**src/rtl/fp_class_pipe_pkg.sv**
```systemverilog
// ---------------------------------------------------------------
// fp_class_pipe_pkg : fclass bit indices shared by the classifier
// Revision: 1.0
// ---------------------------------------------------------------
`default_nettype none

package fp_class_pipe_pkg;

  localparam int CLS_W    = 10;

  localparam int FC_NINF  = 0;
  localparam int FC_NNORM = 1;
  localparam int FC_NSUB  = 2;
  localparam int FC_NZERO = 3;
  localparam int FC_PZERO = 4;
  localparam int FC_PSUB  = 5;
  localparam int FC_PNORM = 6;
  localparam int FC_PINF  = 7;
  localparam int FC_SNAN  = 8;
  localparam int FC_QNAN  = 9;

endpackage

`default_nettype wire

```
**src/rtl/fp_elem_class.sv**
```systemverilog
// ---------------------------------------------------------------
// fp_elem_class : two-stage decode + one-hot classify of one element
// Revision: 1.0
// ---------------------------------------------------------------
`default_nettype none

module fp_elem_class
  import fp_class_pipe_pkg::*;
#(
  parameter int EXP_W = 8,
  parameter int MAN_W = 23
) (
  input  logic               clk_i,
  input  logic               rst_ni,
  input  logic               i_ld1,
  input  logic               i_ld2,
  input  logic [EXP_W+MAN_W:0] i_elem,
  input  logic               i_en,
  output logic [CLS_W-1:0]   o_cls,
  output logic               o_nan,
  output logic               o_inv
);

  logic r_exp_ones, r_exp_zero, r_man_zero, r_man_msb, r_sign;
  logic [CLS_W-1:0] r_cls;
  logic r_nan, r_inv;

  logic [CLS_W-1:0] w_cls;
  logic w_nan, w_inf, w_zero, w_sub, w_norm;

  always_ff @(posedge clk_i or negedge rst_ni) begin
    if (!rst_ni) begin
      r_exp_ones <= 1'b0;
      r_exp_zero <= 1'b0;
      r_man_zero <= 1'b0;
      r_man_msb  <= 1'b0;
      r_sign     <= 1'b0;
    end else if (i_ld1) begin
      r_exp_ones <= &i_elem[MAN_W +: EXP_W];
      r_exp_zero <= ~|i_elem[MAN_W +: EXP_W];
      r_man_zero <= ~|i_elem[MAN_W-1:0];
      r_man_msb  <= i_elem[MAN_W-1];
      r_sign     <= i_elem[EXP_W+MAN_W];
    end
  end

  assign w_nan  = r_exp_ones & ~r_man_zero;
  assign w_inf  = r_exp_ones &  r_man_zero;
  assign w_zero = r_exp_zero &  r_man_zero;
  assign w_sub  = r_exp_zero & ~r_man_zero;
  assign w_norm = ~r_exp_ones & ~r_exp_zero;

  // i_en is the stage-1 mask bit; a disabled lane yields an all-zero class
  always_comb begin
    w_cls = '0;
    if (i_en) begin
      w_cls[FC_NINF]  = w_inf  &  r_sign;
      w_cls[FC_NNORM] = w_norm &  r_sign;
      w_cls[FC_NSUB]  = w_sub  &  r_sign;
      w_cls[FC_NZERO] = w_zero &  r_sign;
      w_cls[FC_PZERO] = w_zero & ~r_sign;
      w_cls[FC_PSUB]  = w_sub  & ~r_sign;
      w_cls[FC_PNORM] = w_norm & ~r_sign;
      w_cls[FC_PINF]  = w_inf  & ~r_sign;
      w_cls[FC_SNAN]  = w_nan  & ~r_man_msb;
      w_cls[FC_QNAN]  = w_nan  &  r_man_msb;
    end
  end

  always_ff @(posedge clk_i or negedge rst_ni) begin
    if (!rst_ni) begin
      r_cls <= '0;
      r_nan <= 1'b0;
      r_inv <= 1'b0;
    end else if (i_ld2) begin
      r_cls <= w_cls;
      r_nan <= i_en & w_nan;
      r_inv <= i_en & w_nan & ~r_man_msb;
    end
  end

  assign o_cls = r_cls;
  assign o_nan = r_nan;
  assign o_inv = r_inv;

endmodule

`default_nettype wire

```
**src/rtl/fp_class_pipe.sv**
```systemverilog
// ---------------------------------------------------------------
// fp_class_pipe : multi-lane fclass pipeline with valid/ready and sticky NV
// Revision: 1.0
// ---------------------------------------------------------------
`default_nettype none

module fp_class_pipe
  import fp_class_pipe_pkg::*;
#(
  parameter int NLANES = 4,
  parameter int EXP_W  = 8,
  parameter int MAN_W  = 23
) (
  input  logic                       clk_i,
  input  logic                       rst_ni,
  input  logic                       valid_i,
  output logic                       ready_o,
  input  logic [NLANES*(1+EXP_W+MAN_W)-1:0] opa_i,
  input  logic [NLANES*(1+EXP_W+MAN_W)-1:0] opb_i,
  input  logic [NLANES-1:0]          mask_i,
  output logic                       valid_o,
  input  logic                       ready_i,
  output logic [NLANES*CLS_W-1:0]    cls_a_o,
  output logic [NLANES*CLS_W-1:0]    cls_b_o,
  output logic [NLANES-1:0]          nan_o,
  output logic [NLANES-1:0]          inv_o,
  input  logic                       clr_i,
  output logic                       nv_o
);

  localparam int EW = 1 + EXP_W + MAN_W;

  logic r_v1, r_v2, r_nv;
  logic [NLANES-1:0] r_mask;

  logic w_ld1, w_ld2, w_acc, w_fill2;
  logic [NLANES-1:0] w_nan_a, w_nan_b, w_inv_a, w_inv_b;

  // A stage loads when empty or when its content leaves this cycle
  assign w_ld2   = ~r_v2 | ready_i;
  assign w_ld1   = ~r_v1 | w_ld2;
  assign w_acc   = valid_i & w_ld1;
  assign w_fill2 = r_v1 & w_ld2;

  always_ff @(posedge clk_i or negedge rst_ni) begin
    if (!rst_ni) begin
      r_v1   <= 1'b0;
      r_v2   <= 1'b0;
      r_mask <= '0;
      r_nv   <= 1'b0;
    end else begin
      if (w_ld1) r_v1 <= valid_i;
      if (w_ld2) r_v2 <= r_v1;
      if (w_acc) r_mask <= mask_i;
      if (r_v2 && ready_i && (|inv_o)) r_nv <= 1'b1;
      else if (clr_i)                  r_nv <= 1'b0;
    end
  end

  for (genvar k = 0; k < NLANES; k++) begin : g_lane
    fp_elem_class #(.EXP_W(EXP_W), .MAN_W(MAN_W)) u_cls_a (
      .clk_i  (clk_i),
      .rst_ni (rst_ni),
      .i_ld1  (w_acc),
      .i_ld2  (w_fill2),
      .i_elem (opa_i[k*EW +: EW]),
      .i_en   (r_mask[k]),
      .o_cls  (cls_a_o[k*CLS_W +: CLS_W]),
      .o_nan  (w_nan_a[k]),
      .o_inv  (w_inv_a[k])
    );
    fp_elem_class #(.EXP_W(EXP_W), .MAN_W(MAN_W)) u_cls_b (
      .clk_i  (clk_i),
      .rst_ni (rst_ni),
      .i_ld1  (w_acc),
      .i_ld2  (w_fill2),
      .i_elem (opb_i[k*EW +: EW]),
      .i_en   (r_mask[k]),
      .o_cls  (cls_b_o[k*CLS_W +: CLS_W]),
      .o_nan  (w_nan_b[k]),
      .o_inv  (w_inv_b[k])
    );
  end

  assign nan_o   = w_nan_a | w_nan_b;
  assign inv_o   = w_inv_a | w_inv_b;
  assign ready_o = w_ld1;
  assign valid_o = r_v2;
  assign nv_o    = r_nv;

endmodule

`default_nettype wire

```
**config.mk**
```make
export PLATFORM = sky130hd
export DESIGN_NAME = fp_class_pipe
export DESIGN_NICKNAME = d
export VERILOG_FILES = /design/src/rtl/fp_class_pipe_pkg.sv /design/src/rtl/fp_elem_class.sv /design/src/rtl/fp_class_pipe.sv
export SDC_FILE = /design/constraint.sdc
export NUM_CORES = 1
export LEC_CHECK = 0
export ABC_AREA = 1
export ABC_CLOCK_PERIOD_IN_PS = 2850
export CAP_MARGIN = 0
export CORE_UTILIZATION = 31
export CTS_CLUSTER_DIAMETER = 200
export DETAILED_ROUTE_END_ITERATION = 10
export DONT_BUFFER_PORTS = 1
export PLACE_DENSITY_LB_ADDON = 0.15
export REMOVE_ABC_BUFFERS = 1
export SLEW_MARGIN = 20
export SYNTH_ARGS = -nofsm -noshare
export SYNTH_HDL_FRONTEND = slang
export SYNTH_SLANG_ARGS = --single-unit
```
**constraint.sdc**
```tcl
create_clock -name clk_i -period 2.85 [get_ports clk_i]
set_input_delay 0.57 -clock clk_i [delete_from_list [all_inputs] [get_ports clk_i]]
set_output_delay 0.57 -clock clk_i [all_outputs]
set_load 0.03 [all_outputs]
```
==> impl_metrics.ini, run 1 <==
[sta]
setup_viol = 0
fin_skew_ns = 0.0119
hold_ws_ns = -0.156
slew-limit-headroom = 0.421
setup_ws_ns = 0.556
rsz0062_at_grt = false
hold_viol = 143
min_period_over_period = 0.805
worst_slew_pin_slew_ns = 0.868
slew_viol_final = 0
fmax_mhz = 436
fin_setup_tns_ns = 0
period_needed_ns = 2.29

[floorplanning]
design.die.area_mm2 = 0.0248
num_rows = 56
ios = 356
fp.dieH_um = 157
start_util = 0.317
core-area_mm2 = 0.0236
dieWidth_um = 157

[yosys]
synthTopCellsByCount = 337 x nand2_1, 222 x inv_1, 143 x dfrtp_1
muxShareOfSynthArea = 0
synth-edff-count = 0
yosys.area_share.simple = 0.304
ys_ff_latch = 143
synth_top_area_frac = 0.478
synth_top_family_by_area = simple AND/OR/NAND/NOR gates
ys_types = 19
synth-xor-area-share = 0
synth_fa_ha_area_frac = 0
synth_compound_area_frac = 0.0759
synth_most_common_cell = nand2_1
yosys_warnings = 0
synth_top_cell_by_area = dfrtp_1
ys_seq_area_frac = 0.478
avgSynthCellArea_um2 = 7.00
async_flop_share = 1.00
netlist_area_mm2 = 0.00749
syn_inst = 1070
synth_flop_cell = dfrtp_1
synthTopCellsByArea = dfrtp_1 48%, nand2_1 17%, inv_1 11%

[route]
drc = 0
firstDrtPassIters = 4
drt_iter0_drc = 266
routed_wl_mm = 18.8
viasPerCell = 4.41
vias = 6149
antenna_left = 0
avgRoutedWirePerCell_um = 13.4

[clocking]
post_cts_buffers = 0
clock_sinks = 143
numCtsBuffers = 17
cts_max_level = 4
clkTransAtPathRegs_ns = 0.06
cts_resized = 0
clock_latency_ns = 0.41
ctsLongestPathBuffers = 2
cts_root_buf = clkbuf_16
cts_tree = done

[worst_setup_path]
cp-start-kind = flop
rr_startpoint = valid_o
r2r.worst_path.cells = 4
cpMaxStageDelayCell = clkinv_2
crit_chain = nand3_2, nand2_2, clkinv_2, o21ai_0
cp.arrival_ns = 2.59
critPathTopFamily = buffers and inverters
cp_data_required_time_ns = 3.15
critical_path_class = flop to flop
r2r-end = g_lane[1].u_cls_a.r_exp_zero
worst-r2r-setup-slack_ns = 0.56
max_stage_delay_ns = 0.67
critPathBufInv = 1
cp_max_fo = 56
end_kind = flop

[cells_and_area]
drive_above_1_share = 0.0409
antenna_cells = 0
areaGrowthSynthToFinish_pct = 11.2
nets = 1329

[place]
gp_congestion = 0.743
hpwl_mm = 13.6
port_buffers = 0
post-place-ws_ns = 0.777

[global_routing]
gr-usage-all-layers = 0.154
grt_start_max_net_pins = 144
grt_overflow_total = 0
grt_pass1_wl_mm = 29.3
grt_pass1_vias = 5662
antenna_found_initial = 0

[run]
cap_viol_max_count = 0

[power]
p_sw_w = 0.00144
p_sw_frac = 0.279
p_leak_nw = 4.47
internal_power_w = 0.00373
p_clk_frac = 0.458
p_seq_frac = 0.448
p_comb_frac = 0.095
vdd_drop_max_uv = 336
powerDensity_mw_per_mm2 = 622

[run_status]
outcome = finished with violations
violations = negative hold slack

[min_path]
min_path_type = primary input to async pin
[cells in the final DEF, fill, tap and decap left out]
cell type	instances
o21ai_2	6
o21ai_1	40
clkbuf_16	17
nand2_1	336
dfrtp_1	143
inv_4	1
bufinv_16	4
and2_1	8
nand2_4	1
clkinvlp_4	3
inv_6	2
clkbuf_1	1
nand3_2	1
clkinv_2	3
nand2_2	1
buf_4	2
nor2_1	130
buf_12	1
inv_1	222
nor3_1	16
o21ai_0	63
nand4_1	8
nand3_1	65
clkinv_4	2
[layout make-up]
type	instances	area (um2)
Clock buffer	18	429
Clock inverter	13	188
Fill cell	2553	15300
Inverter	224	845
Multi-Input combinational cell	675	2850
Sequential cell	143	3580
Tap cell	319	399
Timing Repair Buffer	3	35.0
[worst reg2reg max path, delay by kind of cell, from the launching register on]
kind	cells	cell delay [ns]
DFF	1	0.57
buffers and inverters	1	0.67
AOI/OAI and AO/OA	1	0.49
and+or+nand+nor	2	0.45
[worst max path at each step]
stage                                   endpoint  startpoint  cells after the start  slack (ns)
finish              g_lane[1].u_cls_a.r_exp_zero     valid_o                      4        0.56
CTS                 g_lane[1].u_cls_a.r_exp_zero     valid_o                      4        0.75
global route        g_lane[2].u_cls_b.r_exp_zero     valid_o                      4        0.32
global placement    g_lane[1].u_cls_b.r_exp_zero     ready_i                      5        0.87
detailed placement  g_lane[1].u_cls_a.r_exp_ones     ready_i                      6        0.78
floorplan                g_lane[0].u_cls_a.o_inv     ready_i                      6       -0.73
[power by group through the flow]
| stage | clock network, W | registers, W | logic [W] |
|---|---|---|---|
| floorplan | 0 | 0.00233 | 0.000364 |
| global placement | 0 | 0.00235 | 0.000497 |
| detailed placement | 0 | 0.00235 | 0.000502 |
| CTS | 0.00244 | 0.00232 | 0.000505 |
| global route | 0.00253 | 0.00233 | 0.000582 |
| finish | 0.00237 | 0.00232 | 0.000491 |
[sequential cells by signal, indices dropped and copies added, names as in the netlist, 4 cells and up]
| register | cells |
|---|---|
| g_lane.u_cls_b.r_man_zero | 4 |
| g_lane.u_cls_a.o_cls | 40 |
| g_lane.u_cls_a.o_inv | 4 |
| g_lane.u_cls_b.o_cls | 40 |
| g_lane.u_cls_b.r_exp_ones | 4 |
| g_lane.u_cls_b.o_nan | 4 |
| g_lane.u_cls_b.r_sign | 4 |
| g_lane.u_cls_a.o_nan | 4 |
| g_lane.u_cls_a.r_exp_ones | 4 |
| g_lane.u_cls_a.r_sign | 4 |
| g_lane.u_cls_a.r_exp_zero | 4 |
| r_mask | 4 |
| g_lane.u_cls_b.r_exp_zero | 4 |
| g_lane.u_cls_a.r_man_msb | 4 |
| g_lane.u_cls_a.r_man_zero | 4 |
| g_lane.u_cls_b.r_man_msb | 4 |
| g_lane.u_cls_b.o_inv | 4 |
[kinds of logic (layout without fill, tap and decap cells)]
group           after synthesis  in the layout
compound gates              109            109
flops                       143            143
simple gates                566            566
buf+inv                     252            258
[per-layer routing]
layer	global-route usage	vias to the layer above	wire [um]
li1	-	3183	-
met1	0.196	2738	8550
met2	0.244	207	8600
met3	0.0468	21	1270
met4	0.0573	0	341
met5	0	-	0
[metrics by stage]
| step | util | std cells | hold slack, ns | power [W] | cell area (um2) |
|---|---|---|---|---|---|
| after floorplan | - | 1042 | 0.274 | 0.00270 | 7260 |
| after global placement | 0.326 | 1364 | 0.277 | 0.00285 | 7710 |
| after detailed placement | 0.326 | 1364 | 0.277 | 0.00286 | 7710 |
| after CTS | 0.352 | 1395 | -0.185 | 0.00526 | 8320 |
| after global routing | 0.353 | 1395 | -0.186 | 0.00544 | 8320 |
| final | 0.353 | 1395 | -0.156 | 0.00517 | 8320 |
No activity file was read; power rests on OpenSTA's default activity.
==> run 2, diff against run 1 <==
--- a/config.mk
+++ b/config.mk
@@ -6,7 +6,7 @@
 export NUM_CORES = 1
 export LEC_CHECK = 0
 export ABC_AREA = 1
-export ABC_CLOCK_PERIOD_IN_PS = 2850
+export ABC_CLOCK_PERIOD_IN_PS = 2400
 export CAP_MARGIN = 0
 export CORE_UTILIZATION = 31
 export CTS_CLUSTER_DIAMETER = 200
==> constraint.sdc (replaced) <==
create_clock -name clk_i -period 2.4 [get_ports clk_i]
set_input_delay 0.48 -clock clk_i [delete_from_list [all_inputs] [get_ports clk_i]]
set_output_delay 0.48 -clock clk_i [all_outputs]
set_load 0.03 [all_outputs]
==> impl_metrics.ini, run 2 (synthesis results as in run 1) <==
[route]
vias = 6093
drc = 0
avgRoutedWirePerCell_um = 13.3
routed_wl_mm = 18.6
firstDrtPassIters = 4
drt_iter0_drc = 219
viasPerCell = 4.36
antenna_left = 0

[sta]
hold_ws_ns = -0.243
fin_setup_tns_ns = 0
worst_slew_pin_slew_ns = 0.408
slew-limit-headroom = 0.727
setup_viol = 0
min_period_over_period = 0.745
fin_skew_ns = 0.0151
rsz0062_at_grt = false
fmax_mhz = 560
slew_viol_final = 0
period_needed_ns = 1.79
hold_viol = 143

[global_routing]
grt_pass1_wl_mm = 29.1
antenna_found_initial = 0
grt_start_max_net_pins = 144
gr-usage-all-layers = 0.153
grt_overflow_total = 0
grt_pass1_vias = 5694

[worst_setup_path]
critPathTopFamily = flip-flops
critical_path_class = flop to output pin
cpMaxStageDelayCell = dfrtp_1
worst-r2r-setup-slack_ns = 0.71
max_stage_delay_ns = 0.58
crit_chain = nand3_2
cp_data_required_time_ns = 1.92
cp.arrival_ns = 1.31
end_kind = output pin
cp_max_fo = 4
critPathBufInv = 0
cp-start-kind = flop

[floorplanning]
start_util = 0.317
core-area_mm2 = 0.0236
fp.dieH_um = 157
ios = 356
design.die.area_mm2 = 0.0248
dieWidth_um = 157
num_rows = 56

[place]
gp_congestion = 0.754
dpl.cell_count = 1368
hpwl_mm = 13.9
port_buffers = 0

[clocking]
clock_latency_ns = 0.42
cts_max_level = 4
numCtsBuffers = 17
ctsLongestPathBuffers = 2
post_cts_buffers = 0
clock_sinks = 143
clkTransAtPathRegs_ns = 0.06
cts_tree = done
cts_resized = 0
cts_root_buf = clkbuf_16

[cells_and_area]
fin_util = 0.352
layout_common_cells = 336 x nand2_1, 222 x inv_1, 143 x dfrtp_1
antenna_cells = 0
final_common_cell = nand2_1
drive_above_1_share = 0.0435
fin_cells = 1399
nets = 1333
n_fill_cell = 2561
areaGrowthSynthToFinish_pct = 10.9

[min_path]
min_path_type = primary input to async pin

[run]
cap_viol_max_count = 0

[run_status]
outcome = finished with violations
violations = negative hold slack

[power]
p_leak_nw = 4.46
powerDensity_mw_per_mm2 = 714
vdd_drop_max_uv = 299
## run 2: changes by cell type in the layout (fill, tap and decap cells not counted)
cell and change:
clkinv_4 -2, buf_4 +4, bufinv_16 -2, inv_2 +1, clkinvlp_4 +1, clkbuf_1 +1, inv_6 +2, clkinv_2 -1
## run 2: final cells by class
class	instances	area, um2	area share
clock inverter	12	135	0.0163
clock buffer	19	433	0.0521
timing repair buffer	7	65.1	0.00783
tap	319	399	0.0481
multi-input combinational	675	2850	0.343
sequential	143	3580	0.431
inverter	224	843	0.102
## run 2: path summary, 6_finish.rpt
| kind | to | depth (start not counted) | from |
|---|---|---|---|
| max | ready_o | 1 | valid_o |
| max in group asynchronous | g_lane[3].u_cls_a.o_inv | 0 | rst_ni |
| min | g_lane[1].u_cls_b.o_cls[2] | 0 | rst_ni |
| min reg2reg | g_lane[3].u_cls_a.r_sign | 2 | g_lane[3].u_cls_a.r_sign |
| max reg2reg | g_lane[2].u_cls_b.o_cls[7] | 4 | valid_o |
| min in group clk_i | nv_o | 1 | clr_i |
## run 2: metrics by stage
stage | power (W) | setup WS (ns) | hold slack [ns] | area, um2
2_1_floorplan | 0.00320 | -1.13 | 0.184 | 7260
3_3_place_gp | 0.00340 | 0.737 | 0.187 | 7740
3_5_place_dp | 0.00340 | 0.718 | 0.187 | 7740
4_1_cts | 0.00603 | 0.593 | -0.269 | 8300
5_1_grt | 0.00625 | 0.543 | -0.276 | 8300
6_report | 0.00593 | 0.613 | -0.243 | 8300
## run 2: metal layers
layer / vias up / GRT usage / part of all wire
met4: 0 / 0.0439 / 0.012
met2: 202 / 0.241 / 0.46
met1: 2673 / 0.196 / 0.45
met5: - / 0 / 0
li1: 3201 / - / -
met3: 17 / 0.0537 / 0.076
## run 2: power by group
group / leakage (nW) / switching, W / internal [W]
Clock: 0.267 / 0.00105 / 0.00153
Sequential: 1.95 / 0.000220 / 0.00253
Combinational: 2.25 / 0.000422 / 0.000170
==> run 3, diff against run 2 <==
--- a/config.mk
+++ b/config.mk
@@ -6,7 +6,7 @@
 export NUM_CORES = 1
 export LEC_CHECK = 0
 export ABC_AREA = 1
-export ABC_CLOCK_PERIOD_IN_PS = 2400
+export ABC_CLOCK_PERIOD_IN_PS = 1880
 export CAP_MARGIN = 0
 export CORE_UTILIZATION = 31
 export CTS_CLUSTER_DIAMETER = 200
==> constraint.sdc (replaced) <==
create_clock -name clk_i -period 1.88 [get_ports clk_i]
set_input_delay 0.376 -clock clk_i [delete_from_list [all_inputs] [get_ports clk_i]]
set_output_delay 0.376 -clock clk_i [all_outputs]
set_load 0.03 [all_outputs]
==> impl_metrics.ini, run 3 (synthesis results as in run 1) <==
[run_status]
outcome = finished with violations
violations = negative hold slack

[worst_setup_path]
cp_data_required_time_ns = 1.50
end_kind = output pin
cp.arrival_ns = 1.31
max_stage_delay_ns = 0.58
cp-start-kind = flop
critical_path_class = flop to output pin
cp_max_fo = 4
critPathBufInv = 0
crit_chain = nand3_2
critPathTopFamily = flip-flops
cpMaxStageDelayCell = dfrtp_1

[route]
vias = 6124
viasPerCell = 4.37
routed_wl_mm = 18.8
wl_met3_mm = 1.26
avgRoutedWirePerCell_um = 13.4
drt_iter0_drc = 224
drc = 0
top_layer = met4
antenna_left = 0
wl_met1_mm = 8.60
met2_length_mm = 8.71
firstDrtPassIters = 4

[cells_and_area]
layout_common_cells = 336 x nand2_1, 222 x inv_1, 143 x dfrtp_1
antenna_cells = 0
final_common_cell = nand2_1
finalInstanceArea_mm2 = 0.00835
areaGrowthSynthToFinish_pct = 11.5
drive_above_1_share = 0.0444
nets = 1334

[floorplanning]
design.die.area_mm2 = 0.0248
start_util = 0.317
fp.dieH_um = 157
ios = 356
num_rows = 56
dieWidth_um = 157
core-area_mm2 = 0.0236

[sta]
fmax_mhz = 592
hold_viol = 143
period_needed_ns = 1.69
rsz0062_at_grt = false
worst_slew_pin_slew_ns = 0.399
setup_ws_ns = 0.191
fin_skew_ns = 0.0114
slew-limit-headroom = 0.734
slew_viol_final = 0
min_period_over_period = 0.899
hold_ws_ns = -0.351
setup_viol = 0

[global_routing]
gr-usage-all-layers = 0.158
grt_pass1_wl_mm = 30.1
antenna_found_initial = 0
grt_start_max_net_pins = 144
grt_overflow_total = 0
grt_pass1_vias = 5941

[place]
placed_area_mm2 = 0.00776
hpwl_mm = 13.9
port_buffers = 0
gp_congestion = 0.737
post-place-ws_ns = 0.178

[power]
powerDensity_mw_per_mm2 = 924
vdd_drop_max_uv = 382
p_total_w = 0.00772
p_leak_nw = 4.48

[min_path]
min_path_type = primary input to async pin

[run]
cap_viol_max_count = 0

[clocking]
cts_root_buf = clkbuf_16
clock_latency_ns = 0.41
cts_tree = done
clock_sinks = 143
ctsLongestPathBuffers = 2
numCtsBuffers = 17
cts_resized = 0
post_cts_buffers = 0
cts_max_level = 4
clkTransAtPathRegs_ns = 0.07
[run 3: worst reg2reg max path: cells and delay by family (launching register included)]
family	cells	cell delay [ns]
flip-flops	1	0.58
buffers and inverters	2	0.28
AND/OR/NAND/NOR	3	0.63
AO/OA/AOI/OAI	1	0.07
[run 3: path summary, 6_finish.rpt]
check	cells after the start	slack (ns)	end	startpoint
setup / recovery	1	0.19	ready_o	valid_o
hold / removal	0	-0.35	g_lane[1].u_cls_b.o_cls[1]	rst_ni
setup reg to reg	6	0.20	g_lane[0].u_cls_a.r_man_msb	valid_o
hold reg to reg	2	0.51	g_lane[2].u_cls_a.r_sign	g_lane[2].u_cls_a.r_sign
max in group asynchronous	0	1.93	g_lane[0].u_cls_b.o_cls[2]	rst_ni
min in group clk_i	2	0.07	g_lane[0].u_cls_b.r_sign	opb_i[31]
[run 3: cell type report]
class	instances	area [um2]
fill	2621	15300
sequential	143	3580
multi-input combinational	675	2850
inverter	224	843
clock buffer	19	433
tap	319	399
clock inverter	12	160
timing repair buffer	8	85.1
[run 3: layer usage]
| metal | vias up | GRT usage |
|---|---|---|
| met2 | 201 | 0.257 |
| li1 | 3204 | - |
| met1 | 2706 | 0.201 |
| met3 | 13 | 0.0410 |
| met4 | 0 | 0.0536 |
| met5 | - | 0 |
[run 3: report_power, final]
| part | switching [W] | internal [W] |
|---|---|---|
| clock network | 0.00135 | 0.00209 |
| logic | 0.000541 | 0.000223 |
| registers | 0.000282 | 0.00323 |
| total | 0.00217 | 0.00554 |
[run 3: through the flow]
| stage | setup TNS (ns) | hold WS (ns) | cells | utilization |
|---|---|---|---|---|
| final | 0 | -0.351 | 1400 | 0.354 |
| after global routing | 0 | -0.381 | 1400 | 0.354 |
| after CTS | 0 | -0.376 | 1400 | 0.354 |
| after detailed placement | 0 | 0.0831 | 1369 | 0.328 |
| after global placement | 0 | 0.0832 | 1369 | 0.328 |
| after floorplan | -140.13 | 0.0804 | 1042 | - |
